===== src/rtl/servo_pwm_multi_if.sv =====
// Avalon-MM slave bus bundle for the servo PWM register block.
// The master modport is the bus side (testbench or interconnect), slave is the peripheral.
interface servo_pwm_multi_if #(
  parameter int ADDR_W = 3
);
  logic [ADDR_W-1:0] avs_address;
  logic              avs_write;
  logic [31:0]       avs_writedata;
  logic              avs_read;
  logic [31:0]       avs_readdata;

  modport master (
    output avs_address,
    output avs_write,
    output avs_writedata,
    output avs_read,
    input  avs_readdata
  );

  modport slave (
    input  avs_address,
    input  avs_write,
    input  avs_writedata,
    input  avs_read,
    output avs_readdata
  );
endinterface


===== src/rtl/servo_pwm_multi.sv =====
// Multi-channel hobby-servo PWM generator with a shared frame, clamped widths,
// optional per-frame slew limiting and frame-boundary updates over Avalon-MM.
module servo_pwm_multi #(
  parameter int CHANNELS    = 4,
  parameter int ADDR_W      = 3,
  parameter int PW_WIDTH    = 16,
  parameter int TICK_DIV    = 50,
  parameter int FRAME_TICKS = 20000,
  parameter int MIN_TICKS   = 1000,
  parameter int MAX_TICKS   = 2000,
  parameter int SLEW_STEP   = 10
) (
  input  logic                clk,
  input  logic                reset_n,
  servo_pwm_multi_if.slave    avs,
  output logic [CHANNELS-1:0] pwm_out,
  output logic                frame_pulse
);

  localparam int PRE_W = (TICK_DIV > 1) ? $clog2(TICK_DIV) : 1;

  localparam logic [PRE_W-1:0]        PRE_LAST  = PRE_W'(TICK_DIV - 1);
  localparam logic [PW_WIDTH-1:0]     FRM_LAST  = PW_WIDTH'(FRAME_TICKS - 1);
  localparam logic [PW_WIDTH-1:0]     MIN_PW    = PW_WIDTH'(MIN_TICKS);
  localparam logic [PW_WIDTH-1:0]     MAX_PW    = PW_WIDTH'(MAX_TICKS);
  localparam logic [PW_WIDTH-1:0]     CENTER_PW = PW_WIDTH'((MIN_TICKS + MAX_TICKS) / 2);
  localparam logic [PW_WIDTH-1:0]     STEP_PW   = PW_WIDTH'(SLEW_STEP);
  localparam logic signed [PW_WIDTH:0] STEP_S   = (PW_WIDTH+1)'(SLEW_STEP);
  localparam logic [ADDR_W-1:0]       CTRL_ADDR = ADDR_W'(CHANNELS);
  localparam logic [ADDR_W-1:0]       STAT_ADDR = ADDR_W'(CHANNELS + 1);

  function automatic logic [PW_WIDTH-1:0] clamp_pw(input logic [PW_WIDTH-1:0] v);
    if (v < MIN_PW) return MIN_PW;
    if (v > MAX_PW) return MAX_PW;
    return v;
  endfunction

  function automatic logic [PW_WIDTH-1:0] slew_pw(input logic [PW_WIDTH-1:0] tgt,
                                                  input logic [PW_WIDTH-1:0] act);
    logic signed [PW_WIDTH:0] diff;
    diff = $signed({1'b0, tgt}) - $signed({1'b0, act});
    if (diff > STEP_S)  return act + STEP_PW;
    if (diff < -STEP_S) return act - STEP_PW;
    return tgt;
  endfunction

  logic [PRE_W-1:0]    presc_q, presc_d;
  logic [PW_WIDTH-1:0] frame_cnt_q, frame_cnt_d;
  logic [15:0]         frame_count_q, frame_count_d;
  logic                ctrl_en_q, ctrl_en_d;
  logic                ctrl_slew_q, ctrl_slew_d;
  logic                active_en_q, active_en_d;
  logic [PW_WIDTH-1:0] target_q [CHANNELS];
  logic [PW_WIDTH-1:0] target_d [CHANNELS];
  logic [PW_WIDTH-1:0] active_q [CHANNELS];
  logic [PW_WIDTH-1:0] active_d [CHANNELS];
  logic [CHANNELS-1:0] pwm_q, pwm_d;
  logic                frame_pulse_q, frame_pulse_d;
  logic [31:0]         rdata_q, rdata_d;
  logic [31:0]         rd_mux;

  logic tick;
  logic boundary;
  logic wr_ctrl;
  logic kill;
  logic unused_wdata;

  assign unused_wdata = ^avs.avs_writedata[31:PW_WIDTH];

  always_comb begin
    tick     = (presc_q == PRE_LAST);
    boundary = tick && (frame_cnt_q == FRM_LAST);
    wr_ctrl  = avs.avs_write && (avs.avs_address == CTRL_ADDR);
    kill     = wr_ctrl && !avs.avs_writedata[0];

    presc_d = tick ? '0 : presc_q + 1'b1;

    frame_cnt_d = frame_cnt_q;
    if (boundary)  frame_cnt_d = '0;
    else if (tick) frame_cnt_d = frame_cnt_q + 1'b1;

    frame_count_d = boundary ? frame_count_q + 16'd1 : frame_count_q;
    frame_pulse_d = boundary;

    ctrl_en_d   = wr_ctrl ? avs.avs_writedata[0] : ctrl_en_q;
    ctrl_slew_d = wr_ctrl ? avs.avs_writedata[1] : ctrl_slew_q;

    // Enabling waits for a boundary; disabling is immediate so outputs drop next cycle.
    active_en_d = active_en_q;
    if (boundary) active_en_d = ctrl_en_q;
    if (kill)     active_en_d = 1'b0;

    for (int i = 0; i < CHANNELS; i++) begin
      target_d[i] = target_q[i];
      if (avs.avs_write && (avs.avs_address == ADDR_W'(i)))
        target_d[i] = clamp_pw(avs.avs_writedata[PW_WIDTH-1:0]);

      // Boundary load uses the registered target, so a same-cycle write waits a frame.
      active_d[i] = active_q[i];
      if (boundary)
        active_d[i] = ctrl_slew_q ? slew_pw(target_q[i], active_q[i]) : target_q[i];

      pwm_d[i] = active_en_q && !kill && (frame_cnt_q < active_q[i]);
    end

    rd_mux = '0;
    for (int i = 0; i < CHANNELS; i++) begin
      if (avs.avs_address == ADDR_W'(i))
        rd_mux = {{(32-PW_WIDTH){1'b0}}, target_q[i]};
    end
    if (avs.avs_address == CTRL_ADDR) rd_mux = {30'd0, ctrl_slew_q, ctrl_en_q};
    if (avs.avs_address == STAT_ADDR) rd_mux = {active_en_q, 15'd0, frame_count_q};

    rdata_d = avs.avs_read ? rd_mux : rdata_q;
  end

  always_ff @(posedge clk) begin
    if (!reset_n) begin
      presc_q       <= '0;
      frame_cnt_q   <= '0;
      frame_count_q <= '0;
      ctrl_en_q     <= 1'b0;
      ctrl_slew_q   <= 1'b0;
      active_en_q   <= 1'b0;
      pwm_q         <= '0;
      frame_pulse_q <= 1'b0;
      rdata_q       <= '0;
      for (int i = 0; i < CHANNELS; i++) begin
        target_q[i] <= CENTER_PW;
        active_q[i] <= CENTER_PW;
      end
    end else begin
      presc_q       <= presc_d;
      frame_cnt_q   <= frame_cnt_d;
      frame_count_q <= frame_count_d;
      ctrl_en_q     <= ctrl_en_d;
      ctrl_slew_q   <= ctrl_slew_d;
      active_en_q   <= active_en_d;
      pwm_q         <= pwm_d;
      frame_pulse_q <= frame_pulse_d;
      rdata_q       <= rdata_d;
      for (int i = 0; i < CHANNELS; i++) begin
        target_q[i] <= target_d[i];
        active_q[i] <= active_d[i];
      end
    end
  end

  assign pwm_out          = pwm_q;
  assign frame_pulse      = frame_pulse_q;
  assign avs.avs_readdata = rdata_q;

endmodule


===== src/flat_wrapper.sv =====
// flat-port wrapper written by rule: the top's interface ports become plain ports
module servo_pwm_multi_flat 
#(
  parameter int CHANNELS    = 4,
  parameter int ADDR_W      = 3,
  parameter int PW_WIDTH    = 16,
  parameter int TICK_DIV    = 50,
  parameter int FRAME_TICKS = 20000,
  parameter int MIN_TICKS   = 1000,
  parameter int MAX_TICKS   = 2000,
  parameter int SLEW_STEP   = 10
)
  (clk, reset_n, pwm_out, frame_pulse, avs_avs_address, avs_avs_write, avs_avs_writedata, avs_avs_read, avs_avs_readdata);
  servo_pwm_multi_if #(.ADDR_W(ADDR_W)) avs_i ();
  input  logic clk;
  input  logic reset_n;
  output logic [CHANNELS-1:0] pwm_out;
  output logic frame_pulse;
  input wire logic [$bits(avs_i.avs_address)-1:0] avs_avs_address;
  input wire logic [$bits(avs_i.avs_write)-1:0] avs_avs_write;
  input wire logic [$bits(avs_i.avs_writedata)-1:0] avs_avs_writedata;
  input wire logic [$bits(avs_i.avs_read)-1:0] avs_avs_read;
  output wire logic [$bits(avs_i.avs_readdata)-1:0] avs_avs_readdata;
  assign avs_i.avs_address = avs_avs_address;
  assign avs_i.avs_write = avs_avs_write;
  assign avs_i.avs_writedata = avs_avs_writedata;
  assign avs_i.avs_read = avs_avs_read;
  assign avs_avs_readdata = avs_i.avs_readdata;
  servo_pwm_multi #(.CHANNELS(CHANNELS), .ADDR_W(ADDR_W), .PW_WIDTH(PW_WIDTH), .TICK_DIV(TICK_DIV), .FRAME_TICKS(FRAME_TICKS), .MIN_TICKS(MIN_TICKS), .MAX_TICKS(MAX_TICKS), .SLEW_STEP(SLEW_STEP)) u_core (.clk(clk), .reset_n(reset_n), .avs(avs_i), .pwm_out(pwm_out), .frame_pulse(frame_pulse));
endmodule

===== config.mk =====
export PLATFORM = sky130hd
export DESIGN_NAME = servo_pwm_multi_flat
export DESIGN_NICKNAME = d
export VERILOG_FILES = /design/src/rtl/servo_pwm_multi_if.sv /design/src/rtl/servo_pwm_multi.sv /design/src/flat_wrapper.sv
export SDC_FILE = /design/constraint.sdc
export NUM_CORES = 1
export LEC_CHECK = 0
export ABC_AREA = 1
export CAP_MARGIN = 0
export CELL_PAD_IN_SITES_DETAIL_PLACEMENT = 1
export CELL_PAD_IN_SITES_GLOBAL_PLACEMENT = 2
export CORE_MARGIN = 2
export CORE_UTILIZATION = 31
export CTS_CLUSTER_DIAMETER = 120
export DETAILED_ROUTE_END_ITERATION = 8
export PLACE_DENSITY = 0.9
export REMOVE_ABC_BUFFERS = 1
export SLEW_MARGIN = 20
export SYNTH_ARGS = -nofsm -noshare
export SYNTH_HDL_FRONTEND = slang
export SYNTH_SLANG_ARGS = --single-unit

===== constraint.sdc =====
create_clock -name clk -period 2.7 [get_ports clk]
set_input_delay 0.81 -clock clk [delete_from_list [all_inputs] [get_ports clk]]
set_output_delay 0.81 -clock clk [all_outputs]
set_load 0.1 [all_outputs]

; After elaboration in Yosys (flattened, before gate mapping)
; Memory sizes are Yosys's and may differ from the RTL's.
; Index checks and enable logic that the tools add are counted.
[totals]
register_bits = 78
memories = 2
output_inout_bits = 37
word_cells = 162
mem_bits_rw = 128
[mem_list]
columns = memory, depth, width, rd, rd_ports_with_merged_regs, wr, line
row1 = u_core.active_q, 4, 16, 4, 0, 4, servo_pwm_multi.sv:55  ; logic [PW_WIDTH-1:0] active_q [CHANNELS];
row2 = u_core.target_q, 4, 16, 4, 0, 4, servo_pwm_multi.sv:53  ; logic [PW_WIDTH-1:0] target_q [CHANNELS];
[classes]
add_sub_neg = 15
reduce_logical = 18
muxes = 88
n_bitwise = 9
n_lt_le_gt_ge = 14
eq_ne = 7
[ops]
columns = op, count
row1 = 16-bit 2-to-1 mux, 51
row2 = "17-bit by 5-bit greater-than comparator with 1-bit output, second input constant", 4
row3 = "17-bit by 5-bit < comparator with 1-bit output, second input constant", 4
row4 = 16-bit by 16-bit subtractor with 17-bit output, 4
row5 = "16-bit by 4-bit adder with 16-bit output, second input constant", 4
row6 = 16-bit < comparator, 4
row7 = "16-bit by 4-bit subtractor with 16-bit output, second input constant", 4
row8 = 1-bit 2-to-1 mux, 36
row9 = "16-bit by 1-bit adder with 16-bit output, second input constant", 2
row10 = 32-bit 2-to-1 mux, 1
row11 = "16-bit by 15-bit equality test with 1-bit output, second input constant", 1
row12 = "16-bit by 11-bit greater-than comparator with 1-bit output, second input constant", 1
row13 = "16-bit by 10-bit < comparator with 1-bit output, second input constant", 1
row14 = 1-bit logical AND, 12
row15 = 1-bit OR, 8
row16 = "6-bit by 1-bit adder with 6-bit output, second input constant", 1
row17 = "3-bit by 2-bit equality test with 1-bit output, second input constant", 2
row18 = "3-bit equality test, second input constant", 2
row19 = "6-bit equality test, second input constant", 1
row20 = 2-bit OR reduction, 3
row21 = "3-bit by 1-bit equality test with 1-bit output, second input constant", 1
row22 = 3-bit zero test, 1
row23 = 1-bit zero test, 2
row24 = 1-bit NOT, 1

; Depth between registers and ports, before layout
; An unclocked memory read counts as a cell.
[depth]
depth_word = 12
mapped_depth = 23

; Least setup slack after synthesis
; Ideal clock, no wire load.
[synth_timing]
path_type = register -> register
from = memory u_core.active_q[0][10]
to = memory u_core.active_q[0][14]
path_stages_with_launch = 19
path_buffers = 2
synth_period_minus_slack_ns = 2.566
arrival_time_ns = 2.453
setup_slack_ns = 0.134
cell_sequence = dfxtp_1 > clkbuf_1 > inv_1 > ha_1 > nand2_2 > inv_2 > a21oi_2 > o21ai_1 > a21oi_4 > nand3_1 > nor2_1 > nand3_2 > buf_2 > nand3_1 > nand3_1 > nand2_1 > nand2_1 > nand2_1 > nand2_1
[synth_lines]
columns = element, line
row1 = start: declaration, servo_pwm_multi.sv:55

==> impl_results.md <==
- First-pass GRT wire length: 118400 um
- PD cells: 349.4 nW/um^2
- Total gr overflow: 0
- Clock root buffer: clkbuf_16
- Comb pwr share: 32.7%
- Setup_tns: -0.7001 ns
- Largest family of logic cells by synthesized area: simple AND/OR/NAND/NOR gates
- Via Count: 20920
- Slew @ Worst Pin: 0.9631 ns
- Failing checks: setup timing
- CP max FO: 6
- Max stage delay on crit path: 0.36 ns
- Fin. Hold Viols: 0
- Mean number of vias per cell: 5.239
- Power Internal: 5067 uW
- Max-cap violations: 0
- Post-Synthesis Cell Area: 17660 sq um
- DRT iter0 DRCs: 1218
- Final critical-path share of the clock period: 103.9%
- Top Ports: 76
- Remaining DRCs: 0
- Hold path start: u_core.active_q[0][30]
- CP startpoint kind: flop
- Synth async-reset ratio: 0%
- Fin crit period: 2.805 ns
- WHS Endpoint: u_core.active_q[0][30]
- Starting Density: 31.32%
- Yosys top cell by area: dfxtp_1
- Syn Area/Cell: 6.096 sq um
- Flops & latches, synth: 191
- Ant diodes: 0
- RR Endpoint: u_core.active_q[0][22]
- Synth Warn #: 0
- Placer Congestion: 1.022
- Register area share after synthesis: 21.65%
- Row count: 87
- Drt first pass iters: 6
- Clock power share: 32.1%
- Post-synthesis xor/xnor area fraction: 5.505%
- Area delta synth->final: 33.64%
- Worst R2R Setup Slack: -0.10 ns
- WS Path Type: reg -> reg
- Fmax: 0.3566 GHz
- Layout Nets: 3403
- Reg power frac: 35.2%
- CP arrival: 3.23 ns
- Final Routed Wirelength: 77500 um
- Worst r2r path cells: 21
- # hold bufs at CTS: 0
- FF-to-FF Start: u_core.target_q[0][16]
- Reg clk slew, reported paths: 0.08 ns
- Share of Yosys cell area claimed by the top area cell type: 21.65%
- Core box area: 56390 sq um
- Die Y: 242.7 um
- Slew Viols, Final: 0
- Top cells by area, synth: dfxtp_1, nand2_1, ha_1
- CTS Buf Count: 17
- Die ar.: 58900 sq um
- CP Capture Type: flop
- Die Width: 242.7 um
- Psw: 3179 uW
- Largest net degree at the start of global routing: 65
- Post-route setup slack: -0.1047 ns
- Synth Area in Compound Gates: 12.45%
- Post-synth EDFFs: 0
- HP Class: reg -> reg
- Critical-path cell list: inv_2, ha_4, fa_2, inv_2, nand2_2, nand2_4, nand3_4, nand2_4, nand2_4, nand2_4, nand2_2, nand2_2, nand2_2, nor2_4, nand3_4, nand2_4, buf_8, clkinvlp_4, nand2_2, nand3_2, a21oi_2
- Total GRT Usage: 25.30%
- Maximum vdd ir drop: 0.0005169 V
- Vias in the first global route: 21700
- Worst hold margin: 0.4842 ns
- CTS sink cnt: 191
- Antenna-violating nets left: 0
- Total power: 8246 uW
- Setup Viol. Count Final: 22
- Mux share of post-synthesis cell area: 0%
- Hold path cells: 2
- Antenna violations before repair: 1
- Synth cell types: 55
- Fin cells: 3993
- Max Root-Sink Buffers: 2
- PortBufs: 44
- Share of cells above drive strength 1: 24.75%
- CTS tree: done
- Core Util, Final: 41.86%
- Lkg Pwr: 0.01151 uW
- Most used DFF post-synth: dfxtp_1
- Simple logic cell fraction of the synthesized area: 38.63%
- RSZ-0062 raised after global routing: yes
- H-tree Lvls: 4
- Slew headroom: 35.80%
- WL per Instance: 19.41 um
- Post-Synthesis Cells: 2897
- Sw Ratio: 38.55%
- Req. time, crit path: 3.12 ns
- Status: complete, but fails checks
- Detailed placement HPWL: 58710 um
- Inst Count DP: 3922
- Adder-Cell Fraction of Synth Area: 10.09%
- Skew-Pair Late Insertion Delay: 0.50 ns
- Crit-path slowest cell: fa_2
- Skew final: 0.01383 ns
## sequential cells by signal, indices dropped and copies added (netlist names)
register / flops
u_core.presc_q: 6
u_core.active_q: 64
u_core.active_en_q: 1
u_core.target_q: 64
u_core.frame_count_q: 16
u_core.ctrl_en_q: 1
u_core.pwm_out: 4
u_core.avs.avs_readdata: 17
u_core.frame_cnt_q: 16
u_core.frame_pulse: 1
u_core.ctrl_slew_q: 1
## how the worst max path moves through the flow
stage                           start                          end  cells after the start
2_1_floorplan   u_core.frame_cnt_q[1]       u_core.frame_cnt_q[13]                      9
3_3_place_gp       avs_avs_address[0]  u_core.avs.avs_readdata[15]                     10
3_5_place_dp     avs_avs_writedata[3]       u_core.target_q[0][50]                     12
4_1_cts        u_core.target_q[0][32]       u_core.active_q[0][36]                     20
5_1_grt        u_core.target_q[0][16]       u_core.active_q[0][22]                     21
6_report       u_core.target_q[0][16]       u_core.active_q[0][22]                     21
## per-stage QoR
step | setup WS, ns | instance area (sq um)
6_report | -0.1047 | 23600
5_1_grt | -0.2475 | 23600
4_1_cts | -0.02111 | 22080
3_5_place_dp | -0.4794 | 20920
3_3_place_gp | -0.1916 | 20920
2_1_floorplan | -0.4967 | 17170
## synthesized netlist by cell type, types with 21 or more instances
cell type,count
nor3_1,59
nor2_1,185
xor2_1,107
a21oi_1,196
inv_1,388
nand2_1,877
dfxtp_1,191
o21ai_0,114
nand3_1,293
ha_1,136
nand4_1,32
clkbuf_1,51
nand2_2,21
## power by group through the flow
stage | Clock (uW) | Sequential (uW) | Combinational (uW)
floorplan | 0 | 3070 | 1230
global placement | 0 | 2960 | 2100
global route | 2790 | 2910 | 2910
finish | 2650 | 2900 | 2690
detailed placement | 0 | 2960 | 2180
CTS | 2690 | 2900 | 2320
## layout by cell type (no fill, tap or decap), types with 38 or more instances in the layout
cell	instances
nand2_1	796
inv_1	366
buf_4	332
nand3_1	233
a21oi_1	172
dfxtp_1	161
nor2_1	157
o21ai_0	113
xor2_1	105
ha_1	86
nand2_2	71
nand3_2	61
nor3_1	55
ha_4	38
## per-layer routing
| layer | track usage (%) | part of all wire [%] | up-vias |
|---|---|---|---|
| met5 | 0 | 0.017 | - |
| met4 | 10.81 | 4.0 | 2 |
| met3 | 3.461 | 4.8 | 184 |
| met2 | 43.06 | 48 | 572 |
| met1 | 31.94 | 43 | 10170 |
| li1 | - | - | 9989 |
## logic make-up (layout without fill, tap and decap cells)
group                      after synthesis  in the layout
adders and majority gates              140            140
and+or+nand+nor                       1556           1558
AOI/OAI and AO/OA                      395            395
buffers and inverters                  503            827
other                                    1             15
xor gates and xnor gates               111            111
DFF                                    191            191
## worst max-delay path: cells and delay by family, from the launching register on
kind | cells | cell delay [ns]
and+or+nand+nor | 14 | 1.24
AOI/OAI and AO/OA | 1 | 0.19
buffers and inverters | 4 | 0.44
DFF | 1 | 0.35
adders and majority gates | 2 | 0.51
## what timing repair did
item,CTS,global route
pin swaps,43,113
cloned,1,3
gates resized for setup,107,318
setup buffers,17,20
endpoints found under the setup margin,65,86
## final cells by class
class	count	area (sq um)
well taps	756	945.9
clock buffers	18	439.2
fillers	7324	32780
repair buffers	392	3279
inverters	403	1526
multi-input cells	2219	13420
flip-flops and latches	191	3864
clock inverters	14	126.4
Power figures use the tool's default switching activity.
